==> config.mk <==
export PLATFORM = sky130hd
export DESIGN_NAME = down_timer
export DESIGN_NICKNAME = d
export VERILOG_FILES = /design/src/rtl/down_timer.sv
export SDC_FILE = /design/constraint.sdc
export NUM_CORES = 1
export LEC_CHECK = 0
export BUFFER_PORTS_ARGS = -buffer_cell sky130_fd_sc_hd__buf_2
export CAP_MARGIN = 20
export CORE_MARGIN = 10
export CORE_UTILIZATION = 50
export DETAILED_ROUTE_END_ITERATION = 7
export PLACE_DENSITY = 0.83
export SLEW_MARGIN = 20
export SYNTH_ARGS = -nofsm -noshare
export SYNTH_HDL_FRONTEND = slang
export SYNTH_SLANG_ARGS = --single-unit
==> constraint.sdc <==
create_clock -name clock -period 3.1 [get_ports clock]
set_input_delay 0.465 -clock clock [delete_from_list [all_inputs] [get_ports clock]]
set_output_delay 0.465 -clock clock [all_outputs]
set_load 0.02 [all_outputs]
==> src/rtl/down_timer.sv <==
// Countdown timer with prescaler, one-shot/auto-reload modes and expiry reporting.
// Next-state logic resolves latch > stop > start > tick; all outputs come from registers.
module down_timer #(
    parameter int WIDTH          = 4,
    parameter int PRESCALE_WIDTH = 8
) (
    input  logic                      clock,
    input  logic                      reset_n,
    input  logic [WIDTH-1:0]          load_value,
    input  logic                      latch,
    input  logic                      start,
    input  logic                      stop,
    input  logic                      dec,
    input  logic                      auto_reload,
    input  logic [PRESCALE_WIDTH-1:0] prescale,
    input  logic                      clear_flag,
    output logic [WIDTH-1:0]          count,
    output logic                      zero,
    output logic                      expire,
    output logic                      expired_flag,
    output logic                      running
);

    typedef enum logic [1:0] {IDLE, RUN, DONE} state_t;

    state_t                    state_q, state_d;
    logic [WIDTH-1:0]          count_q, count_d;
    logic [WIDTH-1:0]          reload_q, reload_d;
    logic [PRESCALE_WIDTH-1:0] pre_q, pre_d;
    logic                      expire_q, expire_d;
    logic                      flag_q, flag_d;

    always_comb begin
        state_d  = state_q;
        count_d  = count_q;
        reload_d = reload_q;
        pre_d    = pre_q;
        expire_d = 1'b0;
        flag_d   = flag_q & ~clear_flag;

        if (latch) begin
            count_d  = load_value;
            reload_d = load_value;
            pre_d    = '0;
            state_d  = IDLE;
        end else if (stop && state_q == RUN) begin
            state_d = IDLE;
            pre_d   = '0;
        end else if (start && state_q == IDLE) begin
            if (count_q != '0) begin
                state_d = RUN;
                pre_d   = '0;
            end
        end else if (start && state_q == DONE) begin
            if (reload_q != '0) begin
                count_d = reload_q;
                pre_d   = '0;
                state_d = RUN;
            end
        end else if (state_q == RUN && dec) begin
            // >= so that lowering prescale below pre_cnt still produces a tick
            if (pre_q >= prescale) begin
                pre_d = '0;
                if (count_q > WIDTH'(1)) begin
                    count_d = count_q - WIDTH'(1);
                end else begin
                    expire_d = 1'b1;
                    flag_d   = 1'b1;
                    if (auto_reload) begin
                        count_d = reload_q;
                    end else begin
                        count_d = '0;
                        state_d = DONE;
                    end
                end
            end else begin
                pre_d = pre_q + PRESCALE_WIDTH'(1);
            end
        end
    end

    always_ff @(posedge clock or negedge reset_n) begin
        if (!reset_n) begin
            state_q  <= IDLE;
            count_q  <= '0;
            reload_q <= '0;
            pre_q    <= '0;
            expire_q <= 1'b0;
            flag_q   <= 1'b0;
        end else begin
            state_q  <= state_d;
            count_q  <= count_d;
            reload_q <= reload_d;
            pre_q    <= pre_d;
            expire_q <= expire_d;
            flag_q   <= flag_d;
        end
    end

    assign count        = count_q;
    assign zero         = (count_q == '0);
    assign expire       = expire_q;
    assign expired_flag = flag_q;
    assign running      = (state_q == RUN);

endmodule
---- Word level (Yosys, flattened, before mapping) ----
Cells that the tools add are included.
word-level totals
  word-level logic and storage cells ...... 77
  bits in registers ....................... 20
  input bits .............................. 20
  output and inout port bits .............. 8
cells by class
  reduce and logical (&&, ||, !) cells .... 15
  muxes and demuxes ....................... 41
  bitwise gates (word level) .............. 2
  add/subtract/negate cells ............... 2
  $lt $le $gt $ge ......................... 2
  equality and inequality tests ........... 9
operators by type and width
  kind                 number
  $mux 8               8
  $mux 4               9
  $mux 2               10
  $mux 1               14
  $reduce_bool 5->1    2
  $add 8x1->8 const B  1
  $ge 8x8->1           1
  $reduce_bool 4->1    2
  $reduce_and 6->1     1
  $reduce_bool 3->1    2
  $ne 5x2->1 const B   1
  $ne 5x4->1 const B   1
  $ne 5x5->1 const B   1
  $reduce_and 5->1     1
  $gt 4x1->1 const B   1
  $logic_and 1x1->1    4
  $logic_not 4->1      1
  $ne 2x2->1 const B   2
  $ne 4x3->1 const B   1
  $sub 4x1->4 const B  1
  $ne 3x2->1 const B   1
  $reduce_and 3->1     1
  $eq 2x1->1 const B   1
  $eq 2x2->1 const B   1
  other kinds (3)      3

---- Logic depth before layout (Yosys ltp) ----
  depth after elaboration ................. 9
  gate-level depth with buffers ........... 8
  depth with buffers taken out ............ 7

---- Least setup slack after synthesis ----
Ideal clock, no wire load.
  path kind ............................... input-to-reg
  from .................................... input port prescale[0]
  to ...................................... register count_q[1] (netlist: count[1])
  path buffers ............................ 0
  required time ........................... 2972 ps
  library setup time ...................... 128 ps
  slack ................................... 838 ps
  arrival ................................. 2134 ps
  stages .................................. 6
  cell sequence ........................... ha_1 -> nand2b_4 -> a2111oi_4 -> nor4_2 -> o41ai_4 -> mux2_1
on the way
  cells in the longest elaborated chain, start to end .. 3
ends and longest elaborated chain
  what                         line  text
  start: declaration           15    input logic [PRESCALE_WIDTH-1:0] prescale,
  $ge 8x8->1                   62    if (pre_q >= prescale) begin
  $reduce_bool 3->1 (no line)  -
  $reduce_and 5->1 (no line)   -
  end signal: assignment       92    count_q <= count_d;
  end: declaration             27    logic [WIDTH-1:0] count_q, count_d;
Every way passes these cells.
A chain may end at the register's enable or synchronous reset.

---- Worst setup path in the final report ----
  from .................................... register pre_q[0]
  to ...................................... register count_q[1] (netlist: count[1])
on the way
  cells in the longest elaborated chain, start to end .. 3
ends and longest elaborated chain
  what                         line  text
  start: declaration           29    logic [PRESCALE_WIDTH-1:0] pre_q, pre_d;
  start signal: assignment     94    pre_q <= pre_d;
  $ge 8x8->1                   62
  $reduce_bool 3->1 (no line)  -
  $reduce_and 5->1 (no line)   -
Every way passes these cells.

==> flow_summary.toml <==
[status]
status = "completed"

[final_layout]
regArea_um2 = 500.5
final_cells = 223
multi_input_area_um2 = 937.1
nets = 225
diodes = 0
drive_gt1_share_pct = 23.44
fin_util_pct = 60.68
nFillCells = 250
area_delta_synth_final_pct = 13.39

[setup_path]
cp.arrival_ps = 2550
crit_path_max_fanout = 5
worst_path_max_delay_cell = "a2111oi_4"
endpoint_kind = "register"
cp_data_required_time_ps = 3300
path_class = "reg -> reg"
crit_chain = "inv_1, ha_1, nand2b_4, a2111oi_4, nor4_2, o41ai_4, mux2_1"
max_stage_delay_ps = 440
cp-start-kind = "register"

[cts]
clk_pin_slew_ps = 130
cts_hold_buf = 0
cts_tree = "yes"
numCtsBuffers = 3
cts.sinks = 20
cts-root-buf = "clkbuf_4"
clockBufferDepth = 2
postCtsSetupBuffers = 0
cts_htree_levels = 1
insertion_delay_ps = 310
cts_resized = 0

[route]
top_layer = "met4"
viasPerCell = 6.300
drtPass1Iterations = 4
wl_met1_um = 1541
drtIter0Drc = 117
routed_wl_um = 3883
wl_met2_um = 1949
drc = 0
wl_met3_um = 258
drtAntennaViolNets = 0
routedWlPerCell_um = 17.41
vias = 1405

[placed_design]
dp_cells = 219
dp_hpwl_um = 3092
portBuffers = 27
gp_congestion = 0.8954

[power]
p_leak_nw = 0.8196
ir_drop_mv = 0.3051
combPwrFrac_pct = 42.4
p_int_mw = 0.5991
power.density_mw_per_mm2 = 567.5
pwr-share-seq_pct = 34.9
clockPowerShare_pct = 22.7
p_sw_mw = 0.3751
p_sw_share_pct = 38.50

[sta]
fmax_mhz = 424.8
final-setup-viol-count = 0
finalCritPeriodShare_pct = 75.93
skew_ps = 14.66
fin_crit_ps = 2354
rsz0062_at_grt = "false"
hold_violations = 0
worst_slew_pin_slew_ps = 662.9
max_slew_margin_pct = 55.40
finalMaxSlewViolations = 0
fin_setup_tns_ps = 0

[floorplan]
rows = 19
die_area_mm2 = 0.005629
die_x_um = 75.03
die_height_um = 75.03
num_io_pins = 28
start_util_pct = 53.52
core_area_mm2 = 0.002829

[run]
maxCapViolCount = 0

[grt]
first_global_vias = 1473
grt_max_degree = 21
grt_pass1_wl_um = 6555
track_usage_pct = 14.67
antenna_found_initial = 0
grt_overflow = 0

[logic_synthesis]
netlist_instances = 165
async_flop_share_pct = 100.0
yosysWarnings = 0
synth.distinct_cells = 55
yosysSeqAreaShare_pct = 33.06
synth-main-ff-cell = "dfrtp_1"
ys_ff_latch = 20
avgSynthCellArea_um2 = 9.175
syn_area_mm2 = 0.001514
synth_edf_count = 0
syn_nets = 197

[min_path]
hp-class = "in -> async"
==> metal layers <==
metal | track usage (%) | vias to the layer above
li1 | - | 671
met1 | 16.09 | 671
met2 | 24.38 | 48
met3 | 4.336 | 15
met4 | 9.244 | 0
met5 | 0 | -
==> registers in the layout, summed over array words and instances (netlist names) <==
| register | cells |
|---|---|
| count | 4 |
| state_q | 2 |
| pre_q | 8 |
| expire | 1 |
| reload_q | 4 |
| expired_flag | 1 |
==> worst paths after layout <==
| kind | from | depth (start not counted) | slack [ps] | to |
|---|---|---|---|---|
| setup reg to reg | pre_q[0] | 7 | 750 | count[1] |
| hold reg to reg | expired_flag | 2 | 530 | expired_flag |
| setup / recovery | pre_q[0] | 7 | 750 | count[1] |
| max in group asynchronous | reset_n | 1 | 2710 | pre_q[0] |
| hold / removal | reset_n | 1 | 70 | count[2] |
| min in group clock | clear_flag | 2 | 330 | expired_flag |
==> through the flow <==
step                setup WS, ps  cell area [um2]  hold slack, ps  power [mW]
finish                     746.2             1717           71.26      0.9742
global route               597.7             1717           88.13       1.040
CTS                        727.7             1717           88.97      0.9692
detailed placement         605.2             1664           433.0      0.7524
global placement           677.5             1664           432.5      0.7384
floorplan                  838.3             1514           169.4      0.6468
==> final cells by class <==
cell class                 count  area share (%)
timing repair buffer          27           7.872
clock buffer                   3           1.312
multi-input combinational    127           54.59
sequential                    20           29.15
tap                           31           2.259
clock inverter                 1           1.749
inverter                      14           3.061
==> cells by family (layout without fill, tap and decap cells) <==
group / Yosys count / count (layout) / synth area share, %
flops: 20 / 20 / 33.06
buf+inv: 18 / 45 / 5.041
simple gates: 66 / 66 / 25.04
compound gates: 45 / 45 / 24.13
fa+ha+maj: 12 / 12 / 9.917
mux: 4 / 4 / 2.810
==> power by group through the flow <==
stage / clock, mW / sequential (mW) / combinational [mW]
after floorplan: 0 / 0.349 / 0.298
after global placement: 0 / 0.343 / 0.395
after detailed placement: 0 / 0.344 / 0.408
after CTS: 0.219 / 0.340 / 0.410
after global routing: 0.233 / 0.348 / 0.459
final: 0.221 / 0.340 / 0.413
==> Yosys cell counts (2+ instances only) <==
library cell	count	area (um2)
inv_1	14	52.55
nand4_1	3	18.77
or2_2	2	12.51
clkbuf_1	2	7.510
o2bb2ai_1	2	17.52
nor3_1	2	10.01
nand2b_1	3	18.77
a21o_1	2	15.01
and3_1	3	18.77
nor4_1	3	18.77
nand3_1	7	35.03
a21oi_1	8	40.04
a31oi_1	2	12.51
nor2_1	8	30.03
nand2b_4	2	27.53
ha_1	12	150.1
and2_1	4	25.02
nand4b_1	2	17.52
mux2i_1	2	20.02
o21ai_0	8	40.04
o21a_1	2	15.01
dfrtp_1	20	500.5
nand2_1	17	63.81
o31ai_1	3	22.52
o41ai_1	2	17.52
==> worst max-delay path: cells and delay by family, from the launching register on <==
family	cells	cell delay, ps
mux	1	370
fa+ha+maj	1	260
buf+inv	1	60
compound gates	2	870
flops	1	420
simple gates	2	280
==> cells in the final DEF (no fill, tap or decap), drive strengths merged, types with 3 or more instances in the layout <==
cell type / n
a21oi: 9
and2: 4
and3: 4
buf: 27
clkbuf: 3
dfrtp: 20
ha: 12
inv: 14
nand2: 18
nand2b: 5
nand3: 7
nand4: 3
nor2: 8
nor4: 4
o21ai: 8
o31ai: 3
o41ai: 3
Note: power is estimated with default switching activity, not from simulation.
